### config.mk
export PLATFORM = sky130hd
export DESIGN_NAME = timer_entry_loader
export DESIGN_NICKNAME = d
export VERILOG_FILES = /design/src/rtl/timer_entry_loader_pkg.sv /design/src/rtl/timer_entry_loader_key_edge_detect.sv /design/src/rtl/timer_entry_loader.sv
export SDC_FILE = /design/constraint.sdc
export NUM_CORES = 1
export LEC_CHECK = 0
export ABC_AREA = 1
export BUFFER_PORTS_ARGS = -buffer_cell sky130_fd_sc_hd__buf_2
export CORE_ASPECT_RATIO = 0.75
export CORE_UTILIZATION = 40
export DETAILED_ROUTE_END_ITERATION = 6
export GPL_TIMING_DRIVEN = 0
export PLACE_DENSITY = 0.68
export SLEW_MARGIN = 5
export SYNTH_ARGS = -nofsm -noshare
export SYNTH_HDL_FRONTEND = slang
export SYNTH_SLANG_ARGS = --single-unit
export TNS_END_PERCENT = 1
### constraint.sdc
create_clock -name clk -period 1.45 [get_ports clk]
set_input_delay 0.145 -clock clk [delete_from_list [all_inputs] [get_ports clk]]
set_output_delay 0.145 -clock clk [all_outputs]
set_load 0.01 [all_outputs]
### src/rtl/timer_entry_loader_pkg.sv
`default_nettype none
// Shared types and constants for the microwave keypad-entry / countdown-load block.
package timer_entry_loader_pkg;

  localparam int BCD_W      = 4;
  localparam int SEC_TENS_W = 3;
  localparam int BUF_W      = 4 * BCD_W;

  localparam logic [BCD_W-1:0] SEC_TENS_MAX = 4'd5;
  localparam logic [BCD_W-1:0] DIGIT_MAX    = 4'd9;

  typedef enum logic [2:0] {
    ST_IDLE  = 3'd0,
    ST_ENTRY = 3'd1,
    ST_LOAD  = 3'd2,
    ST_RUN   = 3'd3,
    ST_DONE  = 3'd4
  } state_t;

  // A loadable entry needs a legal seconds-tens digit and a non-zero time.
  function automatic logic entry_is_valid(input logic [BUF_W-1:0] b);
    return (b[7:4] <= SEC_TENS_MAX) && (b != '0);
  endfunction

endpackage
`default_nettype wire

### src/rtl/timer_entry_loader_key_edge_detect.sv
`default_nettype none
// Rising-edge detector for a level key/button strobe; pulse is high for the
// first cycle the input is seen high.
module key_edge_detect (
  input  logic clk,
  input  logic reset,
  input  logic key_valid,
  output logic key_pulse
);

  logic key_prev_q;
  logic key_prev_d;

  always_comb begin
    key_prev_d = key_valid;
  end

  always_ff @(posedge clk or negedge reset) begin
    if (!reset) begin
      key_prev_q <= 1'b0;
    end else begin
      key_prev_q <= key_prev_d;
    end
  end

  assign key_pulse = key_valid & ~key_prev_q;

endmodule
`default_nettype wire

### src/rtl/timer_entry_loader.sv
`default_nettype none
// Keypad entry buffer (MM:SS) and load/run/done sequencer for the mod-10/mod-6
// countdown cascade.
module timer_entry_loader
  import timer_entry_loader_pkg::*;
#(
  parameter int DONE_CYCLES = 3,
  parameter int MAX_DIGITS  = 4
) (
  input  logic                  clk,
  input  logic                  reset,
  input  logic                  key_valid,
  input  logic [BCD_W-1:0]      key_digit,
  input  logic                  start,
  input  logic                  clear,
  input  logic                  timer_done,
  output logic [BCD_W-1:0]      data_sec_ones,
  output logic [SEC_TENS_W-1:0] data_sec_tens,
  output logic [BCD_W-1:0]      data_min_ones,
  output logic [BCD_W-1:0]      data_min_tens,
  output logic                  load,
  output logic                  run,
  output logic                  done,
  output logic                  err
);

  localparam int CNT_W = $clog2(MAX_DIGITS + 1);
  localparam int DC_W  = (DONE_CYCLES > 1) ? $clog2(DONE_CYCLES) : 1;
  localparam logic [CNT_W-1:0] MAX_CNT   = CNT_W'(MAX_DIGITS);
  localparam logic [DC_W-1:0]  DONE_INIT = DC_W'(DONE_CYCLES - 1);

  state_t             state_q, state_d;
  logic [BUF_W-1:0]   buf_q, buf_d;
  logic [CNT_W-1:0]   count_q, count_d;
  logic [DC_W-1:0]    done_cnt_q, done_cnt_d;
  logic               load_q, load_d;
  logic               run_q, run_d;
  logic               done_q, done_d;
  logic               err_q, err_d;

  logic               key_pulse;
  logic               key_ok;

  key_edge_detect u_key_edge (
    .clk       (clk),
    .reset     (reset),
    .key_valid (key_valid),
    .key_pulse (key_pulse)
  );

  assign key_ok = key_pulse && (key_digit <= DIGIT_MAX) && (count_q < MAX_CNT);

  always_comb begin
    state_d    = state_q;
    buf_d      = buf_q;
    count_d    = count_q;
    done_cnt_d = done_cnt_q;
    load_d     = 1'b0;
    run_d      = run_q;
    done_d     = done_q;
    err_d      = 1'b0;

    if (clear) begin
      state_d    = ST_IDLE;
      buf_d      = '0;
      count_d    = '0;
      done_cnt_d = '0;
      run_d      = 1'b0;
      done_d     = 1'b0;
    end else begin
      case (state_q)
        ST_IDLE: begin
          if (key_ok) begin
            buf_d   = {buf_q[BUF_W-BCD_W-1:0], key_digit};
            count_d = count_q + 1'b1;
            state_d = ST_ENTRY;
          end
        end
        ST_ENTRY: begin
          // start outranks a key arriving in the same cycle; that key is dropped.
          if (start) begin
            if (entry_is_valid(buf_q)) begin
              state_d = ST_LOAD;
              load_d  = 1'b1;
            end else begin
              err_d = 1'b1;
            end
          end else if (key_ok) begin
            buf_d   = {buf_q[BUF_W-BCD_W-1:0], key_digit};
            count_d = count_q + 1'b1;
          end
        end
        ST_LOAD: begin
          state_d = ST_RUN;
          run_d   = 1'b1;
        end
        ST_RUN: begin
          if (timer_done) begin
            state_d    = ST_DONE;
            run_d      = 1'b0;
            done_d     = 1'b1;
            done_cnt_d = DONE_INIT;
          end
        end
        ST_DONE: begin
          if (done_cnt_q == '0) begin
            state_d = ST_IDLE;
            done_d  = 1'b0;
            buf_d   = '0;
            count_d = '0;
          end else begin
            done_cnt_d = done_cnt_q - 1'b1;
          end
        end
        default: begin
          state_d = ST_IDLE;
          buf_d   = '0;
          count_d = '0;
          run_d   = 1'b0;
          done_d  = 1'b0;
        end
      endcase
    end
  end

  always_ff @(posedge clk or negedge reset) begin
    if (!reset) begin
      state_q    <= ST_IDLE;
      buf_q      <= '0;
      count_q    <= '0;
      done_cnt_q <= '0;
      load_q     <= 1'b0;
      run_q      <= 1'b0;
      done_q     <= 1'b0;
      err_q      <= 1'b0;
    end else begin
      state_q    <= state_d;
      buf_q      <= buf_d;
      count_q    <= count_d;
      done_cnt_q <= done_cnt_d;
      load_q     <= load_d;
      run_q      <= run_d;
      done_q     <= done_d;
      err_q      <= err_d;
    end
  end

  assign data_sec_ones = buf_q[3:0];
  assign data_sec_tens = buf_q[6:4];
  assign data_min_ones = buf_q[11:8];
  assign data_min_tens = buf_q[15:12];
  assign load          = load_q;
  assign run           = run_q;
  assign done          = done_q;
  assign err           = err_q;

endmodule
`default_nettype wire

==> results of run 1 <==
## worst register-to-register path: cells and delay by family, from the launching register on
family,cells,cell delay [ns]
AND/OR/NAND/NOR,4,0.43
flip-flops,1,0.36
adder cells (fa/ha/maj),1,0.16
buffers and inverters,3,0.36
AO/OA/AOI/OAI,1,0.05
## sequential cells by signal (all words and copies together), names as in the netlist
| register | count |
|---|---|
| done | 1 |
| run | 1 |
| count_q | 3 |
| load | 1 |
| buf_q | 16 |
| u_key_edge.key_prev_q | 1 |
| err | 1 |
| done_cnt_q | 2 |
| state_q | 3 |
## per-layer routing
layer  part of all wire (%)  wire length [um]  vias up
met1                     49              1650      603
li1                       -                 -      688
met4                    2.7                89        0
met5                      0                 0        -
met3                    5.7               189       11
met2                     42              1408       44
## synthesized netlist by cell type (2+ instances only)
cell     instances
nand2_1         51
dfrtp_1         29
nor2_1          18
buf_4           16
o21ai_0         14
o21ai_2         11
nand2_2         10
nand3_1          8
inv_1            7
a21oi_1          5
nor2_2           4
nor3_1           3
buf_2            2
buf_6            2
ha_1             2
inv_2            2
## cells by family after synthesis
group,Yosys count,share of synthesized area [%]
and+or+nand+nor,97,27.02
AOI/OAI and AO/OA,31,12.33
buffers and inverters,31,12.96
DFF,29,45.56
adders and majority gates,2,1.571
xor gates and xnor gates,1,0.5500
## through the flow
step	power [uW]	hold slack, ns	utilization [%]	setup slack [ns]	instance area [um^2]
final	3535	0.1246	55.85	0.02047	2085
after global routing	3775	0.1282	55.85	-0.04785	2085
after CTS	3327	0.1175	52.40	0.00004108	1956
after detailed placement	2557	0.2174	48.17	-0.05681	1798
after global placement	2554	0.2173	48.17	-0.05099	1798
after floorplan	2216	-0.1506	-	0.09913	1593
## layout make-up
type / count / area [um^2]
fill: 351 / 1648
multi-input combinational: 131 / 733.2
sequential: 29 / 729.5
timing repair buffer: 37 / 237.7
buffer: 22 / 198.9
clock buffer: 7 / 86.33
tap: 52 / 65.06
inverter: 9 / 33.78
## power breakdown
| group | switching (uW) | internal [uW] |
|---|---|---|
| registers | 254 | 1010 |
| clock network | 283 | 375 |
| logic | 818 | 797 |
| total | 1360 | 2180 |
## timing repair
action / CTS / global route
cloned: 0 / 1
resized for setup: 5 / 27
hold buffers: 2 / 0
setup endpoints to repair: 19 / 25
pin swaps: 0 / 6
hold endpoints to repair: 30 / 0
setup buffers: 4 / 2
## path summary, 6_finish.rpt
kind | startpoint | to | slack [ns]
worst max-delay path | done_cnt_q[0] | buf_q[0] | 0.02
worst min-delay path | key_digit[0] | buf_q[0] | 0.12
worst max register to register | done_cnt_q[0] | buf_q[0] | 0.02
worst min register to register | run | run | 0.49
max in group asynchronous | reset | state_q[2] | 0.57
min in group asynchronous | reset | run | 0.43
==> impl_metrics.yaml, run 1 <==
hold_path:
  min_path_cells: 3
  hold_class: "input pin to flop"
grt:
  met1_usage_pct: 24.26
  antenna_found_initial: 0
  grt_max_degree: 30
  first_global_vias: 1114
  met2_usage_pct: 21.11
  grt_pass1_wl_um: 5023
  use_met3_pct: 4.847
  grt-busiest-layer: "met1"
  grt_overflow: 0
  track_usage_pct: 16.56
sta:
  min_period_ns: 1.430
  rsz0062_at_grt: "yes"
  hold_violations: 0
  slew_headroom_pct: 57.02
  setup_viol: 0
  fin_crit_sh_pct: 98.59
  clock-skew-final_ns: 0.003615
  tightest_slew_ns: 0.6447
  setup_tns_ns: 0
  max_freq_ghz: 0.6995
  finalMaxSlewViolations: 0
critical_path:
  cp.depth: 9
  critical_path.top_delay_family: "simple AND/OR/NAND/NOR gates"
  cp_slowest_cell: "dfrtp_1"
  arrival_ns: 1.64
  start_kind: "flop"
  cpPeakStageDelay_ns: 0.36
  crit_buf_inv: 3
  ff2ff_path_depth: 9
  worstPathCellList: "inv_2 -> ha_4 -> nor2_1 -> nand3_2 -> nand4_4 -> buf_8 -> clkbuf_16 -> nand2_2 -> o21ai_2"
  crit_fanout: 7
  required_ns: 1.66
  critPathKind: "flop to flop"
  crit_path_end_kind: "flop"
synth:
  synth_edf_count: 0
  netlist_area_um2: 1593
  syn_inst: 191
  synth_area_leaders: "dfrtp_1 (46%), nand2_1 (12%), buf_4 (7.5%)"
  yosysUniqueCellTypes: 23
  yosysSeqAreaShare_pct: 45.56
  syn_nets: 203
  yosysTopAreaCell: "dfrtp_1"
  synth_flop_cell: "dfrtp_1"
  syn_avg_cell_area_um2: 8.339
  ys_warn_count: 0
  async_flop_share_pct: 100.0
  synth_seq_cells: 29
  synth_top_cell_area_share_pct: 45.56
placed_design:
  gp_congestion: 0.8555
  portBuffers: 28
  post-dp-hpwl_um: 2210
  place_inst: 271
routing:
  vias_per_cell: 4.690
  first_pass_iters: 4
  vias: 1346
  drtIter0Drc: 67
  wl_per_cell_um: 11.62
  detail-route-antenna-nets: 0
  wirelength_um: 3336
  drcViolationCount: 0
clock_network:
  tritoncts: "done"
  path_clk_slew_ns: 0.06
  insertion_delay_ns: 0.28
  htreeDepth: 2
  cts.sinks: 29
  cts_buffers: 5
  clock_path_buffers: 2
  cts-root-buf: "clkbuf_8"
die:
  core_um2: 3732
  die-height_um: 56.65
  num_rows: 19
  io_pins: 29
  dieArea_um2: 4241
  start_util_pct: 42.68
  die_x_um: 74.87
layout:
  final_cells: 287
  final_nets: 247
  syn2layout_area_growth_pct: 30.87
  drive_gt1_share_pct: 44.68
  layout_common_cells: "nand2_1 (47), buf_2 (29), dfrtp_1 (26), buf_4 (20), nor2_1 (17)"
  antenna_cells: 0
  layout_commonest_cell: "nand2_1"
power:
  power-per-cell-area_nw_per_um2: 1696
  p_leak_uw: 0.001068
  ir_drop_mv: 0.6575
flow_run:
  max-cap-violations: 0
status:
  outcome: "complete, no violations"
No activity file was read; power rests on OpenSTA's default activity.
==> run 2: changes to the inputs <==
--- a/config.mk
+++ b/config.mk
@@ -8,10 +8,11 @@
 export ABC_AREA = 1
 export BUFFER_PORTS_ARGS = -buffer_cell sky130_fd_sc_hd__buf_2
 export CORE_ASPECT_RATIO = 0.75
-export CORE_UTILIZATION = 40
+export CORE_UTILIZATION = 28
 export DETAILED_ROUTE_END_ITERATION = 6
 export GPL_TIMING_DRIVEN = 0
-export PLACE_DENSITY = 0.68
+export PLACE_DENSITY = 0.52
+export RECOVER_POWER = 50
 export SLEW_MARGIN = 5
 export SYNTH_ARGS = -nofsm -noshare
 export SYNTH_HDL_FRONTEND = slang
==> constraint.sdc (replaced) <==
create_clock -name clk -period 1.45 [get_ports clk]
set_input_delay 0.145 -clock clk [delete_from_list [all_inputs] [get_ports clk]]
set_output_delay 0.145 -clock clk [all_outputs]
set_load 0.005 [all_outputs]
==> impl_metrics.yaml, run 2 (synthesis results as in run 1) <==
sta:
  tightest_slew_ns: 0.7452
  clock-skew-final_ns: 0.002634
  min_period_ns: 1.422
  slew_headroom_pct: 50.32
  rsz0062_at_grt: "yes"
  fin_crit_sh_pct: 98.10
  hold_violations: 0
  finalMaxSlewViolations: 0
  max_freq_ghz: 0.7030
  setup_viol: 0
grt:
  track_usage_pct: 12.83
  first_global_vias: 1182
  grt_pass1_wl_um: 5582
  antenna_found_initial: 0
  grt_overflow: 0
  grt_max_degree: 30
layout:
  antenna_cells: 0
  final_nets: 244
  largestRegisters: "buf_q x16, count_q x3, state_q x3"
  final_area_um2: 2027
  fill_cells: 596
  final_cells: 307
  layout_commonest_cell: "nand2_1"
  drive_gt1_share_pct: 39.22
  top_register: "buf_q"
  syn2layout_area_growth_pct: 27.26
  largest_reg_flops: 16
  layout_common_cells: "nand2_1 (50), buf_2 (26), dfrtp_1 (26), buf_4 (20), nor2_1 (18)"
die:
  io_pins: 29
  dieArea_um2: 5997
  core_um2: 5410
  num_rows: 23
  start_util_pct: 29.44
  die_x_um: 89.09
  die-height_um: 67.32
routing:
  wirelength_um: 3469
  drtIter0Drc: 49
  drcViolationCount: 0
  detail-route-antenna-nets: 0
  wl_per_cell_um: 11.30
  first_pass_iters: 4
  vias_per_cell: 4.293
  vias: 1318
critical_path:
  critPathKind: "flop to flop"
  crit_fanout: 6
  ff2ff_path_depth: 9
  arrival_ns: 1.63
  crit_path_end_kind: "flop"
  timing.rr.start: "state_q[2]"
  start_kind: "flop"
  timing.rr.end: "buf_q[0]"
  reg2reg_slack_ns: 0.03
  required_ns: 1.66
hold_path:
  min_path_cells: 3
  hold_class: "input pin to flop"
  hp-start: "key_digit[0]"
  hold_path_end: "buf_q[0]"
power:
  power-per-cell-area_nw_per_um2: 1673
  pwr-share-clk_pct: 20.0
  switchingPower_uw: 1271
  p_leak_uw: 0.001022
  internal-power_uw: 2119
  p_comb_share_pct: 43.4
  p_seq_share_pct: 36.6
  netSwitchingFraction_pct: 37.50
  ir_drop_mv: 0.4232
placed_design:
  post-dp-hpwl_um: 2465
  place_inst: 294
  gp_congestion: 0.8287
  portBuffers: 28
  place_area_um2: 1827
clock_network:
  clock_path_buffers: 2
  path_clk_slew_ns: 0.06
  cts-root-buf: "clkbuf_8"
  htreeDepth: 2
  cts_buffers: 5
  tritoncts: "done"
  cts.sinks: 29
  insertion_delay_ns: 0.28
flow_run:
  max-cap-violations: 0
status:
  outcome: "complete, no violations"
## run 2: changes by cell type in the layout (fill, tap and decap cells not counted), moves of 2 or more
cell      delta
nor2_4       -2
clkbuf_1     +3
nand2_2      -2
buf_2        -3
nand2_1      +3
buf_6        -3
## run 2: power by group through the flow
stage                     logic [uW]  registers, uW  clock network [uW]
final                           1470           1240                 677
after global routing            1660           1270                 731
after CTS                       1410           1240                 699
after detailed placement        1300           1240                   0
after global placement          1290           1240                   0
after floorplan                  983           1180                   0
## run 2: worst max-delay path by stage
| stage | from | end | slack [ns] |
|---|---|---|---|
| 3_3_place_gp | state_q[0] | count_q[0] | -0.09 |
| 6_report | state_q[2] | buf_q[0] | 0.03 |
| 5_1_grt | done_cnt_q[0] | state_q[0] | -0.07 |
| 2_1_floorplan | done_cnt_q[0] | buf_q[6] | 0.1 |
| 4_1_cts | done_cnt_q[0] | count_q[1] | -0.009 |
| 3_5_place_dp | state_q[0] | count_q[1] | -0.06 |
## run 2: stage by stage
stage	hold slack, ns	TNS [ns]	total power [uW]	worst slack [ns]	util (%)
2_1_floorplan	-0.1506	0	2167	0.09913	-
3_3_place_gp	0.2336	-1.222	2534	-0.08864	33.77
3_5_place_dp	0.2333	-0.6684	2542	-0.06298	33.77
4_1_cts	0.1222	-0.01518	3350	-0.009413	36.66
5_1_grt	0.1270	-0.9140	3665	-0.07179	37.47
6_report	0.1228	0	3391	0.02759	37.47
## run 2: layer usage
| metal | track usage (%) | up-vias | routed length [um] |
|---|---|---|---|
| met4 | 5.357 | 0 | 55 |
| met1 | 18.22 | 592 | 1814 |
| met2 | 17.65 | 38 | 1398 |
| met5 | 0 | - | 0 |
| met3 | 4.279 | 8 | 200 |
| li1 | - | 680 | - |
## run 2: worst max-delay path: stages, from the launching register on
cell and delay, ns:
dfrtp_2 0.47, inv_2 0.09, nand2_1 0.06, nor2_2 0.13, nand3_2 0.11, nand4_4 0.12, buf_8 0.14, clkbuf_16 0.15
nand2_2 0.05, o21ai_2 0.05
## run 2: timing repair
item | 4_1_cts | 5_1_grt
hold buffers | 2 | 0
resized for setup | 8 | 8
setup endpoints to repair | 19 | 23
hold endpoints to repair | 30 | 0
pin swaps | 0 | 2
buffers inserted | 2 | 0
cloned | 1 | 1
## run 2: area by class of cell
cell class	count	area, um^2	area share [%]
clock buffer	7	86.33	4.259
inverter	9	33.78	1.667
buffer	22	195.2	9.630
sequential	29	729.5	35.99
tap	75	93.84	4.630
timing repair buffer	34	201.4	9.938
multi-input combinational	131	686.9	33.89
==> run 3: changes to the inputs <==
--- a/config.mk
+++ b/config.mk
@@ -6,12 +6,12 @@
 export NUM_CORES = 1
 export LEC_CHECK = 0
 export ABC_AREA = 1
-export BUFFER_PORTS_ARGS = -buffer_cell sky130_fd_sc_hd__buf_2
+export BUFFER_PORTS_ARGS = -buffer_cell sky130_fd_sc_hd__buf_4
 export CORE_ASPECT_RATIO = 0.75
-export CORE_UTILIZATION = 28
+export CORE_UTILIZATION = 49
 export DETAILED_ROUTE_END_ITERATION = 6
 export GPL_TIMING_DRIVEN = 0
-export PLACE_DENSITY = 0.52
+export PLACE_DENSITY = 0.79
 export RECOVER_POWER = 50
 export SLEW_MARGIN = 5
 export SYNTH_ARGS = -nofsm -noshare
==> impl_metrics.yaml, run 3 (synthesis results as in run 1) <==
critical_path:
  crit_path_end_kind: "flop"
  required_ns: 1.62
  cp.depth: 8
  worstPathCellList: "nor2_2 -> nand3_2 -> nand2_1 -> nand4_2 -> buf_6 -> buf_4 -> nand2_1 -> o21ai_0"
  cpPeakStageDelay_ns: 0.41
  critPathKind: "flop to flop"
  path_common_cell: "nand2_1"
  arrival_ns: 1.59
  crit_buf_inv: 2
  crit_fanout: 8
  reg2reg_slack_ns: 0.03
  start_kind: "flop"
  critical_path.top_delay_family: "simple AND/OR/NAND/NOR gates"
  ff2ff_path_depth: 8
  cp_slowest_cell: "dfrtp_1"
power:
  p_seq_share_pct: 35.9
  power-per-cell-area_nw_per_um2: 1697
  internal-power_uw: 2190
  switchingPower_uw: 1305
  pwr-share-clk_pct: 20.9
  p_leak_uw: 0.001040
  ir_drop_mv: 0.8456
  netSwitchingFraction_pct: 37.34
  total_power_uw: 3495
  p_comb_share_pct: 43.3
sta:
  clock-skew-final_ns: 0.004242
  setup_viol: 0
  fin_crit_sh_pct: 98.26
  finalMaxSlewViolations: 0
  hold_violations: 0
  slew_headroom_pct: 50.93
  tightest_slew_ns: 0.7360
  min_period_ns: 1.425
  rsz0062_at_grt: "yes"
  max_freq_ghz: 0.7019
routing:
  wl_per_cell_um: 12.82
  wirelength_um: 3461
  detail-route-antenna-nets: 0
  first_pass_iters: 4
  vias_per_cell: 5.000
  vias: 1350
  drtIter0Drc: 102
  drcViolationCount: 0
placed_design:
  portBuffers: 28
  post-dp-hpwl_um: 2267
  gp_congestion: 0.8997
clock_network:
  cts-root-buf: "clkbuf_8"
  cts_buffers: 5
  cts.sinks: 29
  insertion_delay_ns: 0.28
  tritoncts: "done"
  path_clk_slew_ns: 0.06
  clock_path_buffers: 2
  htreeDepth: 2
layout:
  final_nets: 243
  top_register: "buf_q"
  drive_gt1_share_pct: 43.97
  syn2layout_area_growth_pct: 29.30
  utilization_pct: 68.19
  layout_commonest_cell: "nand2_1"
  largestRegisters: "buf_q x16, count_q x3, state_q x3"
  largest_reg_flops: 16
  antenna_cells: 0
  layout_common_cells: "nand2_1 (50), buf_4 (46), dfrtp_1 (26), nor2_1 (16), o21ai_0 (14)"
die:
  num_rows: 17
  die_x_um: 67.84
  core_um2: 3020
  die-height_um: 51.38
  io_pins: 29
  start_util_pct: 52.73
  dieArea_um2: 3485
grt:
  grt_pass1_wl_um: 5540
  track_usage_pct: 22.81
  grt_max_degree: 30
  first_global_vias: 1180
  grt_overflow: 0
  antenna_found_initial: 0
hold_path:
  hold_class: "input pin to flop"
  min_path_cells: 3
status:
  outcome: "complete, no violations"
flow_run:
  max-cap-violations: 0
[run 3: cell types whose count changed in the layout (fill, tap and decap cells not counted), sizes merged]
| cell | delta |
|---|---|
| clkbuf | -4 |
| buf | +3 |
| clkinv | +1 |
[run 3: power groups by stage]
| stage | clock network [uW] | registers (uW) | logic, uW |
|---|---|---|---|
| floorplan | 0 | 1180 | 983 |
| CTS | 747 | 1240 | 1460 |
| detailed placement | 0 | 1240 | 1360 |
| global route | 782 | 1280 | 1690 |
| global placement | 0 | 1240 | 1330 |
| finish | 730 | 1250 | 1510 |
[run 3: layout make-up]
type,instances,area [um^2]
fill,248,960.9
sequential,29,729.5
multi-input combinational,131,704.4
timing repair buffer,33,250.2
buffer,22,192.7
clock buffer,7,96.34
tap,38,47.55
inverter,9,33.78
clock inverter,1,5.005
[run 3: worst paths after layout]
kind	to	from
max	buf_q[7]	count_q[2]
min	buf_q[0]	key_digit[0]
max reg2reg	buf_q[7]	count_q[2]
min reg2reg	done_cnt_q[1]	done_cnt_q[1]
max in group asynchronous	state_q[2]	reset
min in group asynchronous	run	reset
[run 3: what timing repair did]
item,CTS,global route
pin swaps,1,3
setup buffers,2,1
setup endpoints to repair,19,22
hold buffers,2,0
gates resized for setup,7,14
endpoints found under the hold margin,30,0
[run 3: worst reg2reg max path: cells and delay by family (launching register included)]
family                 cells  cell delay, ns
AOI/OAI and AO/OA          1            0.08
DFF                        1            0.41
and+or+nand+nor            5            0.51
buffers and inverters      2            0.30
[run 3: metrics by stage]
stage	setup TNS, ns	setup slack, ns	instances	area (um^2)	hold WS (ns)
after floorplan	0	0.09913	191	1593	-0.1506
after global placement	-0.3437	-0.03733	257	1851	0.08911
after detailed placement	-0.6860	-0.06338	257	1851	0.09121
after CTS	0	0.005849	269	2014	0.1203
after global routing	-0.6106	-0.06223	270	2059	0.1310
final	0	0.02526	270	2059	0.1218
[run 3: routing by layer]
metal | wire [um] | GRT usage, % | vias to the layer above
met3 | 228 | 8.705 | 4
met2 | 1493 | 32.01 | 42
li1 | - | - | 679
met5 | 0 | 0 | -
met4 | 59 | 8.681 | 0
met1 | 1679 | 31.48 | 625
